--- config.mk ---
export PLATFORM = sky130hd
export DESIGN_NAME = fetch_stage
export DESIGN_NICKNAME = d
export VERILOG_FILES = /design/src/rtl/fetch_pkg.sv /design/src/rtl/fetch_fifo.sv /design/src/rtl/fetch_stage.sv
export SDC_FILE = /design/constraint.sdc
export NUM_CORES = 1
export LEC_CHECK = 0
export CORE_AREA = 2 2 187 189
export DETAILED_ROUTE_END_ITERATION = 8
export DIE_AREA = 0 0 189 191
export HOLD_SLACK_MARGIN = 0.08
export MAX_ROUTING_LAYER = met4
export PLACE_DENSITY = 0.76
export SYNTH_ARGS = -nofsm -noshare
export SYNTH_HDL_FRONTEND = slang
export SYNTH_SLANG_ARGS = --single-unit
--- constraint.sdc ---
create_clock -name clk -period 3.2 [get_ports clk]
set_input_delay 0.8 -clock clk [delete_from_list [all_inputs] [get_ports clk]]
set_output_delay 0.8 -clock clk [all_outputs]
set_load 0.005 [all_outputs]
--- src/rtl/fetch_pkg.sv ---
// Shared types and constants for the instruction fetch stage.
package fetch_pkg;

  localparam int FETCH_XLEN = 32;
  localparam logic [FETCH_XLEN-1:0] NOP_INST = '0;

  typedef enum logic [1:0] {
    BOOT,
    RUN,
    DRAIN
  } fetch_state_t;

  typedef struct packed {
    logic [FETCH_XLEN-1:0] pc;
    logic [FETCH_XLEN-1:0] inst;
  } fetch_entry_t;

  function automatic logic [FETCH_XLEN-1:0] word_align(input logic [FETCH_XLEN-1:0] addr);
    return {addr[FETCH_XLEN-1:2], 2'b00};
  endfunction

endpackage

--- src/rtl/fetch_fifo.sv ---
// Synchronous instruction buffer of {pc, inst} entries; flush wins over push.
module fetch_fifo
  import fetch_pkg::*;
#(
  parameter int DEPTH = 4,
  localparam int CNT_W = $clog2(DEPTH + 1),
  localparam int PTR_W = (DEPTH > 1) ? $clog2(DEPTH) : 1
) (
  input  logic             clk,
  input  logic             rstn,
  input  logic             flush,
  input  logic             push,
  input  fetch_entry_t     push_data,
  input  logic             pop,
  output fetch_entry_t     pop_data,
  output logic [CNT_W-1:0] count,
  output logic             empty,
  output logic             full
);

  fetch_entry_t     mem_q [DEPTH];
  fetch_entry_t     mem_d [DEPTH];
  logic [PTR_W-1:0] wr_ptr_q, wr_ptr_d;
  logic [PTR_W-1:0] rd_ptr_q, rd_ptr_d;
  logic [CNT_W-1:0] count_q, count_d;
  logic             do_push, do_pop;

  function automatic logic [PTR_W-1:0] ptr_inc(input logic [PTR_W-1:0] p);
    return (p == PTR_W'(DEPTH - 1)) ? '0 : p + 1'b1;
  endfunction

  assign empty    = (count_q == '0);
  assign full     = (count_q == CNT_W'(DEPTH));
  assign count    = count_q;
  assign pop_data = mem_q[rd_ptr_q];
  assign do_push  = push && !full;
  assign do_pop   = pop && !empty;

  always_comb begin
    mem_d    = mem_q;
    wr_ptr_d = wr_ptr_q;
    rd_ptr_d = rd_ptr_q;
    count_d  = count_q;
    if (flush) begin
      wr_ptr_d = '0;
      rd_ptr_d = '0;
      count_d  = '0;
    end else begin
      if (do_push) begin
        mem_d[wr_ptr_q] = push_data;
        wr_ptr_d        = ptr_inc(wr_ptr_q);
      end
      if (do_pop) begin
        rd_ptr_d = ptr_inc(rd_ptr_q);
      end
      case ({do_push, do_pop})
        2'b10:   count_d = count_q + 1'b1;
        2'b01:   count_d = count_q - 1'b1;
        default: count_d = count_q;
      endcase
    end
  end

  always_ff @(posedge clk or negedge rstn) begin
    if (!rstn) begin
      for (int i = 0; i < DEPTH; i++) begin
        mem_q[i] <= '0;
      end
      wr_ptr_q <= '0;
      rd_ptr_q <= '0;
      count_q  <= '0;
    end else begin
      mem_q    <= mem_d;
      wr_ptr_q <= wr_ptr_d;
      rd_ptr_q <= rd_ptr_d;
      count_q  <= count_d;
    end
  end

endmodule

--- src/rtl/fetch_stage.sv ---
// In-order instruction fetch: PC, request credit, wrong-path discard and output register.
// state | meaning
// BOOT  | single idle cycle after reset, no request
// RUN   | normal fetch, every response is buffered
// DRAIN | wrong-path responses still due; discard_cnt counts them down
module fetch_stage
  import fetch_pkg::*;
#(
  parameter int              XLEN       = FETCH_XLEN,
  parameter logic [XLEN-1:0] RESET_PC   = '0,
  parameter int              FIFO_DEPTH = 4
) (
  input  logic            clk,
  input  logic            rstn,
  input  logic            stall,
  input  logic            redirect_valid,
  input  logic [XLEN-1:0] redirect_pc,
  output logic            imem_req,
  output logic [XLEN-1:0] imem_addr,
  input  logic            imem_gnt,
  input  logic            imem_rvalid,
  input  logic [XLEN-1:0] imem_rdata,
  output logic [XLEN-1:0] instruction,
  output logic [XLEN-1:0] pc_out,
  output logic            inst_valid
);

  localparam int CNT_W = $clog2(FIFO_DEPTH + 1);
  localparam int CRD_W = CNT_W + 1;

  fetch_state_t     state_q, state_d;
  logic [XLEN-1:0]  fetch_pc_q, fetch_pc_d;
  logic [XLEN-1:0]  rsp_pc_q, rsp_pc_d;
  logic [CNT_W-1:0] outstanding_q, outstanding_d;
  logic [CNT_W-1:0] discard_q, discard_d;
  logic [XLEN-1:0]  inst_q, inst_d;
  logic [XLEN-1:0]  pc_out_q, pc_out_d;
  logic             valid_q, valid_d;

  logic             accept, rsp, rsp_keep;
  logic [XLEN-1:0]  redirect_word;
  logic [CRD_W-1:0] credit_used;
  logic             fifo_push, fifo_pop, fifo_flush, fifo_empty, fifo_full;
  logic [CNT_W-1:0] fifo_count;
  fetch_entry_t     fifo_wdata, fifo_head;

  fetch_fifo #(
    .DEPTH (FIFO_DEPTH)
  ) u_fifo (
    .clk       (clk),
    .rstn      (rstn),
    .flush     (fifo_flush),
    .push      (fifo_push),
    .push_data (fifo_wdata),
    .pop       (fifo_pop),
    .pop_data  (fifo_head),
    .count     (fifo_count),
    .empty     (fifo_empty),
    .full      (fifo_full)
  );

  // Credit covers words in flight plus words already buffered, so a response always has room.
  assign credit_used   = CRD_W'(outstanding_q) + CRD_W'(fifo_count);
  assign imem_req      = (state_q != BOOT) && (credit_used < CRD_W'(FIFO_DEPTH));
  assign imem_addr     = fetch_pc_q;
  assign accept        = imem_req && imem_gnt;
  assign rsp           = imem_rvalid && (outstanding_q != '0);
  assign outstanding_d = outstanding_q + CNT_W'(accept) - CNT_W'(rsp);
  assign redirect_word = word_align(redirect_pc);
  assign fifo_wdata    = '{pc: rsp_pc_q, inst: imem_rdata};
  assign fifo_push     = rsp_keep && !fifo_full;

  assign instruction = inst_q;
  assign pc_out      = pc_out_q;
  assign inst_valid  = valid_q;

  always_comb begin
    state_d    = state_q;
    fetch_pc_d = fetch_pc_q;
    rsp_pc_d   = rsp_pc_q;
    discard_d  = discard_q;
    inst_d     = inst_q;
    pc_out_d   = pc_out_q;
    valid_d    = valid_q;
    fifo_flush = 1'b0;
    fifo_pop   = 1'b0;
    rsp_keep   = 1'b0;

    if (accept) begin
      fetch_pc_d = fetch_pc_q + XLEN'(4);
    end

    if (redirect_valid) begin
      // Everything still in flight, including this cycle's accept, is wrong-path.
      fifo_flush = 1'b1;
      fetch_pc_d = redirect_word;
      rsp_pc_d   = redirect_word;
      discard_d  = outstanding_d;
      state_d    = (outstanding_d != '0) ? DRAIN : RUN;
      inst_d     = NOP_INST;
      valid_d    = 1'b0;
    end else begin
      if (state_q == BOOT) begin
        state_d = RUN;
      end
      if (rsp) begin
        if (discard_q != '0) begin
          discard_d = discard_q - 1'b1;
          if (discard_q == CNT_W'(1)) begin
            state_d = RUN;
          end
        end else begin
          rsp_keep = 1'b1;
          rsp_pc_d = rsp_pc_q + XLEN'(4);
        end
      end
      if (!stall) begin
        if (!fifo_empty) begin
          fifo_pop = 1'b1;
          inst_d   = fifo_head.inst;
          pc_out_d = fifo_head.pc;
          valid_d  = 1'b1;
        end else begin
          inst_d  = NOP_INST;
          valid_d = 1'b0;
        end
      end
    end
  end

  always_ff @(posedge clk or negedge rstn) begin
    if (!rstn) begin
      state_q       <= BOOT;
      fetch_pc_q    <= RESET_PC;
      rsp_pc_q      <= RESET_PC;
      outstanding_q <= '0;
      discard_q     <= '0;
      inst_q        <= NOP_INST;
      pc_out_q      <= '0;
      valid_q       <= 1'b0;
    end else begin
      state_q       <= state_d;
      fetch_pc_q    <= fetch_pc_d;
      rsp_pc_q      <= rsp_pc_d;
      outstanding_q <= outstanding_d;
      discard_q     <= discard_d;
      inst_q        <= inst_d;
      pc_out_q      <= pc_out_d;
      valid_q       <= valid_d;
    end
  end

endmodule

==> metrics.txt, run 1 <==
status=completed; TritonCTS Sinks=386; Critical Path End=state_q[0]; CP Data Required Time=3.67 ns; RR Endpoint=state_q[0]; max cap viols=0; # port buffers=161; Max Clk Rate=328 MHz; drt total wl=40400 um; pre-CTS setup slack=-0.456 ns; Area Overhead vs Synth=21.7%; worst skew pair latency=0.53 ns; largest net degree at the start of global routing=74; Clock power frac=0.316; unrepaired setup endpoints after global routing=no; endpoint class of the critical path=register; Final Cycle Share=0.953; Avg WL per Cell=21.1 um; Synth warnings=0; vias in the first global route=11710; H-tree Lvls=2; number of synthesized flops with an enable pin=0; first drt pass iteration count=4; Most used DFF post-synth=dfrtp_1; Power Dens Cells=729 nW/um2; first-pass GRT wire length=65000 um; hold crit path type=primary input to asynchronous set/reset pin; Slew HR=0.647; synthesized cell area=17500 um2; Die W=189 um; Worst-Margin Slew=0.529 ns; post-synthesis cell type count=64; GRT Util Overall=0.236; skew final=0.0220 ns; Gate power share=0.255; worst reg2reg path startpoint=u_fifo.count[1]; Placeable Area=34100 um2; static leakage=9.73 nW; reg-to-reg slack, setup=0.17 ns; Slew Limit Fails=0; Cells after Synth=1254; Syn Area/Cell=13.9 um2; Post-CTS Setup Bufs=0; WP data arrival=3.52 ns; I/O pins=168; Vias/cell=5.74; startpoint class of the critical path=primary input; CTS root buf=clkbuf_16; Worst VDD drop=463 uV; TNS Setup=0 ns; Vert. Die Dim=191 um; Sw Ratio=0.271; layout cell share with drive strength beyond 1=0.338; sequential power share=0.429; final net count=1516; Final Hold Viols=0; clock buffer depth=3; Placer Congestion=0.806; Initial Utilization=0.512; drc violations=0; TritonCTS clock tree=yes; WS Path Type=primary input to register; #FFs+latches synth=386; DR vias=10983; Reg2Reg Depth=13; standard-cell row count=68; hold_buf cts=0; CP Max Fanout=2; switching pwr=4.20 mW; share of flip-flops with an asynchronous set or reset=1.00; fin crit period=3.05 ns; register area share after synthesis=0.553; CTS Buf Count=41; Clk pin slew, worst setup/hold paths=0.06 ns; CP startpoint=imem_gnt; min setup slack post-route=0.149 ns; Int Power=11.3 mW; antenna-violating nets left=0; Final HPWL DP=25800 um; iteration-0 DRC count of the detailed router=533; DIE AREA=36100 um2; initial antenna violation count=1; Setup-failing EPs final=0; grt total ovfl=0
## critical path, stage by stage
cell             delay [ns]
clkdlybuf4s50_1        0.45
or4b_4                 0.48
nor3_4                 0.14
inv_1                  0.06
ha_1                   0.26
inv_1                  0.05
ha_1                   0.13
inv_1                  0.05
fa_2                   0.35
xnor2_2                0.15
xnor2_1                0.16
o31ai_2                0.28
o21a_1                 0.16
## worst min path at each step
| stage | start | to | slack, ns | depth (start not counted) |
|---|---|---|---|---|
| 2_1_floorplan | state_q[0] | state_q[0] | 0.46 | 1 |
| 3_3_place_gp | pc_out[29] | pc_out[29] | 0.46 | 2 |
| 3_5_place_dp | pc_out[15] | pc_out[15] | 0.46 | 2 |
| 4_1_cts | rstn | instruction[17] | 0.24 | 1 |
| 5_1_grt | rstn | instruction[17] | 0.24 | 1 |
| 6_report | rstn | instruction[17] | 0.21 | 1 |
## flip-flops by register name, summed over array words and instances, names as in the netlist, 3 cells and up
name           count
imem_addr         30
instruction       32
outstanding_q      3
u_fifo.mem_q     248
u_fifo.count       3
discard_q          3
pc_out            30
rsp_pc_q          30
## synth_stat cells (2+ instances only)
cell / n / area [um2]
nor4_2: 2 / 25.0
and3_2: 3 / 22.5
buf_1: 13 / 48.8
o31ai_1: 5 / 37.5
xor2_1: 19 / 166
and3_1: 14 / 87.6
buf_2: 29 / 145
fa_1: 2 / 40.0
mux2_2: 281 / 3160
nor2_1: 18 / 67.6
buf_4: 5 / 37.5
and2_1: 9 / 56.3
a21boi_0: 8 / 60.1
o21ai_0: 6 / 30.0
inv_1: 16 / 60.1
mux2i_1: 6 / 60.1
nand2_1: 127 / 477
a31oi_1: 2 / 12.5
nor3_1: 12 / 60.1
nor4_4: 2 / 42.5
nor2b_1: 4 / 25.0
o31a_1: 2 / 17.5
ha_1: 14 / 175
nand4b_1: 2 / 17.5
a311oi_1: 2 / 17.5
nand2b_1: 6 / 37.5
a22o_1: 33 / 289
clkbuf_1: 34 / 128
nand3_1: 23 / 115
mux4_2: 63 / 1420
nand4_1: 26 / 163
xnor2_1: 33 / 289
o21a_1: 2 / 15.0
a21oi_1: 9 / 45.0
nor4_1: 3 / 18.8
dfrtp_1: 386 / 9660
or3_1: 2 / 12.5
clkbuf_8: 2 / 27.5
and4_1: 4 / 35.0
## final cells by class
| type | instances | area (um2) |
|---|---|---|
| inverter | 18 | 67.6 |
| timing repair buffer | 214 | 2160 |
| multi-input combinational | 769 | 7400 |
| clock buffer | 59 | 1170 |
| fill | 2556 | 12900 |
| clock inverter | 11 | 205 |
| sequential | 386 | 9660 |
| tap | 455 | 569 |
| antenna | 1 | 2.50 |
## through the flow
stage                     total power, mW  std cells  hold slack [ns]  instance area [um2]  utilization
after CTS                            15.6       1912            0.239                21200        0.622
after global routing                 16.3       1913            0.236                21200        0.623
final                                15.5       1913            0.209                21200        0.623
after floorplan                      8.98       1257            0.465                17500            -
after global placement               10.5       1842            0.461                19800        0.581
after detailed placement             10.6       1842            0.464                19800        0.581
## layer usage
layer	vias to the layer above	share of wire	GRT usage
met5	-	0	-
met4	0	0.021	0.0583
met3	59	0.046	0.0343
met2	284	0.48	0.382
met1	5759	0.45	0.318
li1	4881	-	-
## kinds of logic after synthesis
kind of cell / Yosys count / share of synthesized area
flops: 386 / 0.553
mux: 350 / 0.266
simple gates: 267 / 0.0783
buf+inv: 102 / 0.0267
compound gates: 80 / 0.0371
xor+xnor: 52 / 0.0261
fa+ha+maj: 16 / 0.0123
other cells: 1 / 0.000215
## placed cells by master (no fill, tap or decap), types with 5 or more instances in the layout
cell type,instances
a21boi_0,8
a21oi_1,9
a22o_1,33
and2_1,9
and3_1,14
buf_12,12
buf_4,41
bufinv_16,6
clkbuf_1,10
clkbuf_16,41
clkbuf_8,8
clkdlybuf4s50_1,158
clkinv_2,5
dfrtp_1,384
ha_1,13
inv_1,16
mux2_2,281
mux2i_1,6
mux4_2,63
nand2_1,123
nand2b_1,6
nand3_1,23
nand4_1,26
nor2_1,18
nor3_1,9
o21ai_0,6
xnor2_1,32
xor2_1,19
## power groups by stage
stage | sequential (mW) | combinational [mW] | clock, mW
finish | 6.65 | 3.94 | 4.90
global route | 6.78 | 4.31 | 5.19
CTS | 6.64 | 3.96 | 4.98
detailed placement | 6.71 | 3.93 | 0
global placement | 6.66 | 3.81 | 0
floorplan | 6.47 | 2.51 | 0
## timing repair
item,CTS,global route
gates resized for setup,1,6
pin swaps,0,1
setup endpoints to repair,1,4
(Power assumes the default switching activity.)
==> run 2, diff against run 1 <==
--- a/config.mk
+++ b/config.mk
@@ -5,12 +5,13 @@
 export SDC_FILE = /design/constraint.sdc
 export NUM_CORES = 1
 export LEC_CHECK = 0
-export CORE_AREA = 2 2 187 189
+export CORE_AREA = 2 2 177 179
 export DETAILED_ROUTE_END_ITERATION = 8
-export DIE_AREA = 0 0 189 191
+export DIE_AREA = 0 0 179 181
 export HOLD_SLACK_MARGIN = 0.08
 export MAX_ROUTING_LAYER = met4
-export PLACE_DENSITY = 0.76
+export PLACE_DENSITY = 0.8
+export SETUP_SLACK_MARGIN = 0.1
 export SYNTH_ARGS = -nofsm -noshare
 export SYNTH_HDL_FRONTEND = slang
 export SYNTH_SLANG_ARGS = --single-unit
==> constraint.sdc (replaced) <==
create_clock -name clk -period 3.15 [get_ports clk]
set_input_delay 0.7875 -clock clk [delete_from_list [all_inputs] [get_ports clk]]
set_output_delay 0.7875 -clock clk [all_outputs]
set_load 0.005 [all_outputs]
==> run 2 against run 1 <==
Sequential cell count is the same. Largest power group unchanged. Register-to-register slack lost 0.04 ns. Setup slack lost 0.015 ns. Via count grew 0.44%. Wire length shrank 1.5%. Utilization grew 7.3 points. Cell count shrank 3.3%. Sequential share of layout area grew 0.26 points. Global-route usage grew 2.3 points.
==> metrics.txt, run 2 (synthesis results as in run 1) <==
max reg flops=248 (unchanged); grt total ovfl=0 (unchanged); final net count=1509 (-0.46%); Final HPWL DP=25500 um (-1.4%); Worst-Margin Slew=0.689 ns (+0.160 ns); final instance area=21100 um2 (-0.56%); Final Cycle Share=0.958; unrepaired setup endpoints after global routing=yes; reg-to-reg slack, setup=0.13 ns (-0.04 ns); filler cell count=2060 (-19%); Initial Utilization=0.575 (+0.0635); Worst VDD drop=488 uV (+5.5%); Setup-failing EPs final=0 (unchanged); drc violations=0 (unchanged); Placeable Area=30300 um2 (-11%); CP cell instances=ha_1, or4b_4, nor3_4, inv_1, ha_1, inv_1, ha_1, inv_1, fa_2, xnor2_2, xnor2_1, o31ai_2, o21a_1; Vias/cell=5.96 (+3.9%); DR vias=11031 (+0.44%); TritonCTS Sinks=386 (unchanged); Area Overhead vs Synth=21.0%; Antenna diodes=0 (-1); dpl cell area=19700 um2 (-0.40%); skew final=0.0181 ns (-0.00394 ns); fin crit period=3.02 ns; H-tree Lvls=2 (unchanged); WP data arrival=3.48 ns (-0.04 ns); TritonCTS clock tree=yes; max incr delay on CP=0.51 ns (+0.03 ns); worst skew pair latency=0.53 ns (about the same); RR Endpoint=state_q[0]; max cap viols=0 (unchanged); Gate power share=0.255 (about the same); Clk pin slew, worst setup/hold paths=0.06 ns (about the same); Vert. Die Dim=181 um (-5.2%); # port buffers=161 (unchanged); DIE AREA=32400 um2 (-10%); Slew HR=0.540 (-0.107); Sw Ratio=0.278 (+0.00625); commonest cells after routing, fill and taps aside=384 x dfrtp_1, 281 x mux2_2, 158 x clkdlybuf4s50_1; layout cell share with drive strength beyond 1=0.336 (-0.00137); largest net degree at the start of global routing=73 (-1.4%); WS Path Type=register to register; initial antenna violation count=0 (-1); Slew Limit Fails=0 (unchanged); Power Dens Cells=742 nW/um2 (+1.7%); Worst path slowest cell=or4b_4; status=completed; Avg WL per Cell=21.5 um (+1.8%); CP Data Required Time=3.61 ns (-0.06 ns); GRT Util Overall=0.259 (+0.0226); static leakage=9.70 nW (-0.37%); commonest non-fill, non-tap cell in the layout=dfrtp_1; Post-Layout Cell Count=1850 (-3.3%); CP startpoint=u_fifo.count[2]; standard-cell row count=64 (-5.9%); switching pwr=4.35 mW (+3.5%); Max Clk Rate=332 MHz; dpl cells=1776 (-3.6%); I/O pins=168 (unchanged); sequential power share=0.434 (+0.005); worst reg2reg path startpoint=u_fifo.count[2]; startpoint class of the critical path=register; antenna-violating nets left=0 (unchanged); first drt pass iteration count=7 (+3); endpoint class of the critical path=register; Top reg by flops=u_fifo.mem_q; CTS Buf Count=41 (unchanged); iteration-0 DRC count of the detailed router=647 (+21%); CTS root buf=clkbuf_16; Final Hold Viols=0 (unchanged); clock buffer depth=3 (unchanged); vias in the first global route=11637 (-0.62%); hold crit path type=primary input to asynchronous set/reset pin; Int Power=11.3 mW (+0.26%); drt total wl=39800 um (-1.5%); Power Total=15.7 mW (+1.1%); first-pass GRT wire length=63800 um (-1.9%); CP Max Fanout=2 (unchanged); Reg2Reg Depth=13 (unchanged); Placer Congestion=0.867 (+7.5%); Die W=179 um (-5.3%); Clock power frac=0.310 (-0.006)
-- run 2: per-layer routing --
layer	vias up	track usage	routed length, um
met5	-	-	0
met4	0	0.0637	796
met3	69	0.0415	2200
met2	321	0.401	19000
met1	5742	0.363	17800
li1	4899	-	-
-- run 2: final cells by class --
| class | instances | area (um2) | share of cell area |
|---|---|---|---|
| flip-flops and latches | 386 | 9660 | 0.457 |
| well taps | 396 | 495 | 0.0234 |
| inverters | 18 | 67.6 | 0.00320 |
| multi-input cells | 769 | 7390 | 0.350 |
| repair buffers | 207 | 2140 | 0.101 |
| clock inverters | 13 | 156 | 0.00740 |
| clock buffers | 61 | 1210 | 0.0573 |
-- run 2: worst max path at each step --
stage | end | slack (ns)
global route | state_q[0] | -0.03
floorplan | state_q[0] | 0.07
detailed placement | state_q[0] | -0.42
global placement | state_q[0] | -0.40
CTS | state_q[0] | 0.14
finish | state_q[0] | 0.13
-- run 2: power by group through the flow --
stage / clock network (mW) / registers, mW / logic (mW)
after floorplan: 0 / 6.58 / 2.56
after global placement: 0 / 6.81 / 3.86
after detailed placement: 0 / 6.87 / 3.99
after CTS: 4.94 / 6.80 / 4.03
after global routing: 5.15 / 6.95 / 4.35
final: 4.86 / 6.81 / 4.00
-- run 2: repair_timing --
item                                    in CTS  in global routing
hold buffers                                 0                  0
setup buffers                                0                  0
endpoints found under the setup margin       2                  3
resized for setup                            3                  1
pin swaps                                    0                  1
-- run 2: critical path, delay by kind of cell, from the launching register on --
family                     cells  cell delay (ns)
adders and majority gates      4             1.05
AOI/OAI and AO/OA              2             0.38
buffers and inverters          3             0.17
xor gates and xnor gates       2             0.30
DFF                            1             0.41
and+or+nand+nor                2             0.65
-- run 2: through the flow --
stage               hold WS, ns  setup TNS (ns)  utilization  worst slack (ns)
floorplan                 0.465               0            -            0.0727
global placement          0.457           -1.20        0.651            -0.397
detailed placement        0.463           -1.45        0.651            -0.418
CTS                       0.180               0        0.696             0.137
global route              0.195         -0.0386        0.696           -0.0294
finish                    0.180               0        0.696             0.134
==> run 3, diff against run 2 <==
--- a/config.mk
+++ b/config.mk
@@ -5,12 +5,11 @@
 export SDC_FILE = /design/constraint.sdc
 export NUM_CORES = 1
 export LEC_CHECK = 0
-export CORE_AREA = 2 2 177 179
+export CORE_AREA = 2 2 218 220
 export DETAILED_ROUTE_END_ITERATION = 8
-export DIE_AREA = 0 0 179 181
+export DIE_AREA = 0 0 220 222
 export HOLD_SLACK_MARGIN = 0.08
 export MAX_ROUTING_LAYER = met4
-export PLACE_DENSITY = 0.8
 export SETUP_SLACK_MARGIN = 0.1
 export SYNTH_ARGS = -nofsm -noshare
 export SYNTH_HDL_FRONTEND = slang
==> run 3 against run 2 <==
Via count down 1.7%. Cell count up 12%. Worst hold slack better by 0.028 ns. Critical endpoint is now discard_q[2].
==> metrics.txt, run 3 (synthesis results as in run 1) <==
status=completed; fin crit period=3.03 ns (+0.0180 ns); antenna-violating nets left=0 (unchanged); WS Path Type=register to register; Final Cycle Share=0.963 (+0.00570); Slew Limit Fails=0 (unchanged); Worst-Margin Slew=0.693 ns (+0.00329 ns); commonest non-fill, non-tap cell in the layout=dfrtp_1; CTS Buf Count=44 (+7.3%); CP Data Required Time=3.64 ns (+0.03 ns); Power Dens Cells=728 nW/um2 (-1.9%); iteration-0 DRC count of the detailed router=492 (-24%); first-pass GRT wire length=67400 um (+5.7%); initial antenna violation count=0 (unchanged); layout cell share with drive strength beyond 1=0.342 (+0.00570); Placer Congestion=0.838 (-3.3%); min setup slack post-route=0.116 ns (-0.0180 ns); worst skew pair latency=0.57 ns (+0.04 ns); vias in the first global route=11488 (-1.3%); DIE AREA=48800 um2 (+51%); # port buffers=161 (unchanged); I/O pins=168 (unchanged); max reg flops=248 (unchanged); H-tree Lvls=2 (unchanged); Avg WL per Cell=20.3 um (-5.5%); final net count=1518 (+0.60%); Final Hold Viols=0 (unchanged); standard-cell row count=79 (+23%); largest net degree at the start of global routing=75 (+2.7%); RR Endpoint=discard_q[2]; Setup-failing EPs final=0 (unchanged); skew final=0.0190 ns (+0.000910 ns); Power Total=15.6 mW (-0.23%); CP Max Fanout=2 (unchanged); commonest cells after routing, fill and taps aside=384 x dfrtp_1, 281 x mux2_2, 158 x clkdlybuf4s50_1; DR vias=10846 (-1.7%); Post-Layout Cell Count=2066 (+12%); WP data arrival=3.53 ns (+0.05 ns); Slew HR=0.538 (-0.00220); clock buffer depth=3 (unchanged); pre-CTS setup slack=-0.424 ns (-0.00571 ns); CTS root buf=clkbuf_16; TNS Setup=0 ns (unchanged); Max Clk Rate=330 MHz (-0.59%); Area Overhead vs Synth=23.1%; Top reg by flops=u_fifo.mem_q; worst reg2reg path startpoint=outstanding_q[2]; Vias/cell=5.25 (-12%); Initial Utilization=0.377 (-0.198); Vert. Die Dim=222 um (+23%); Worst VDD drop=426 uV (-13%); reg-to-reg slack, setup=0.12 ns (-0.02 ns); Final HPWL DP=27000 um (+6.2%); endpoint class of the critical path=register; final instance area=21500 um2 (+1.7%); static leakage=9.78 nW (+0.81%); drc violations=0 (unchanged); TritonCTS Sinks=386 (unchanged); GRT Util Overall=0.182 (-0.0766); Reg2Reg Depth=14 (+1); hold_buf cts=0 (unchanged); dpl cell area=20100 um2 (+1.8%); startpoint class of the critical path=register; max cap viols=0 (unchanged); TritonCTS clock tree=yes; Placeable Area=46300 um2 (+52%); Die W=220 um (+23%); Antenna diodes=0 (unchanged); dpl cells=1992 (+12%); drt total wl=42000 um (+5.5%); hold crit path type=primary input to asynchronous set/reset pin; unrepaired setup endpoints after global routing=yes; first drt pass iteration count=4 (-3); Clk pin slew, worst setup/hold paths=0.06 ns (about the same); grt total ovfl=0 (unchanged)
[run 3: cell types whose count changed in the layout (fill, tap and decap cells not counted), sizes merged]
cell	change
clkinv	+1
bufinv	-3
inv	-1
clkinvlp	-1
clkbuf	+3
buf	+6
[run 3: worst max path at each step]
stage | startpoint | end | slack (ns)
after global routing | outstanding_q[2] | discard_q[2] | -0.02
final | outstanding_q[2] | discard_q[2] | 0.12
after floorplan | imem_gnt | state_q[0] | 0.07
after detailed placement | imem_gnt | state_q[0] | -0.42
after global placement | imem_gnt | state_q[0] | -0.38
after CTS | outstanding_q[2] | state_q[0] | 0.08
[run 3: final cells by class]
cell class | instances | area (um2)
fillers | 4180 | 24800
well taps | 607 | 759
repair buffers | 213 | 2210
inverters | 18 | 67.6
multi-input cells | 769 | 7440
flip-flops and latches | 386 | 9660
clock buffers | 64 | 1270
clock inverters | 9 | 66.3
[run 3: per-stage QoR]
stage / util / hold WS, ns
after floorplan: - / 0.465
after global placement: 0.434 / 0.461
after detailed placement: 0.434 / 0.465
after CTS: 0.463 / 0.220
after global routing: 0.464 / 0.236
final: 0.464 / 0.208
[run 3: report_power, final]
| part | switching, mW | internal (mW) |
|---|---|---|
| registers | 0.678 | 6.02 |
| clock network | 2.00 | 2.77 |
| logic | 1.73 | 2.44 |
[run 3: layer usage]
| metal | track usage | up-vias | share of wire |
|---|---|---|---|
| met1 | 0.252 | 5653 | 0.47 |
| met2 | 0.281 | 217 | 0.47 |
| met5 | - | - | 0 |
| met4 | 0.0414 | 0 | 0.019 |
| li1 | - | 4900 | - |
| met3 | 0.0322 | 76 | 0.045 |
[run 3: what timing repair did]
| item | 4_1_cts | 5_1_grt |
|---|---|---|
| setup endpoints to repair | 2 | 3 |
| cloned | 0 | 0 |
| endpoints found under the hold margin | 0 | 0 |
| resized for setup | 3 | 10 |
| setup buffers | 0 | 1 |
[run 3: worst max-delay path: stages, from the launching register on]
cell and delay (ns):
dfrtp_1 0.40, ha_1 0.32, or4b_4 0.51, nor3_4 0.14
inv_1 0.06, ha_1 0.27, inv_1 0.07, ha_2 0.17
inv_2 0.04, fa_2 0.34, xnor2_2 0.16, xnor2_2 0.22
buf_4 0.16, nand2_2 0.05, o21ai_2 0.07
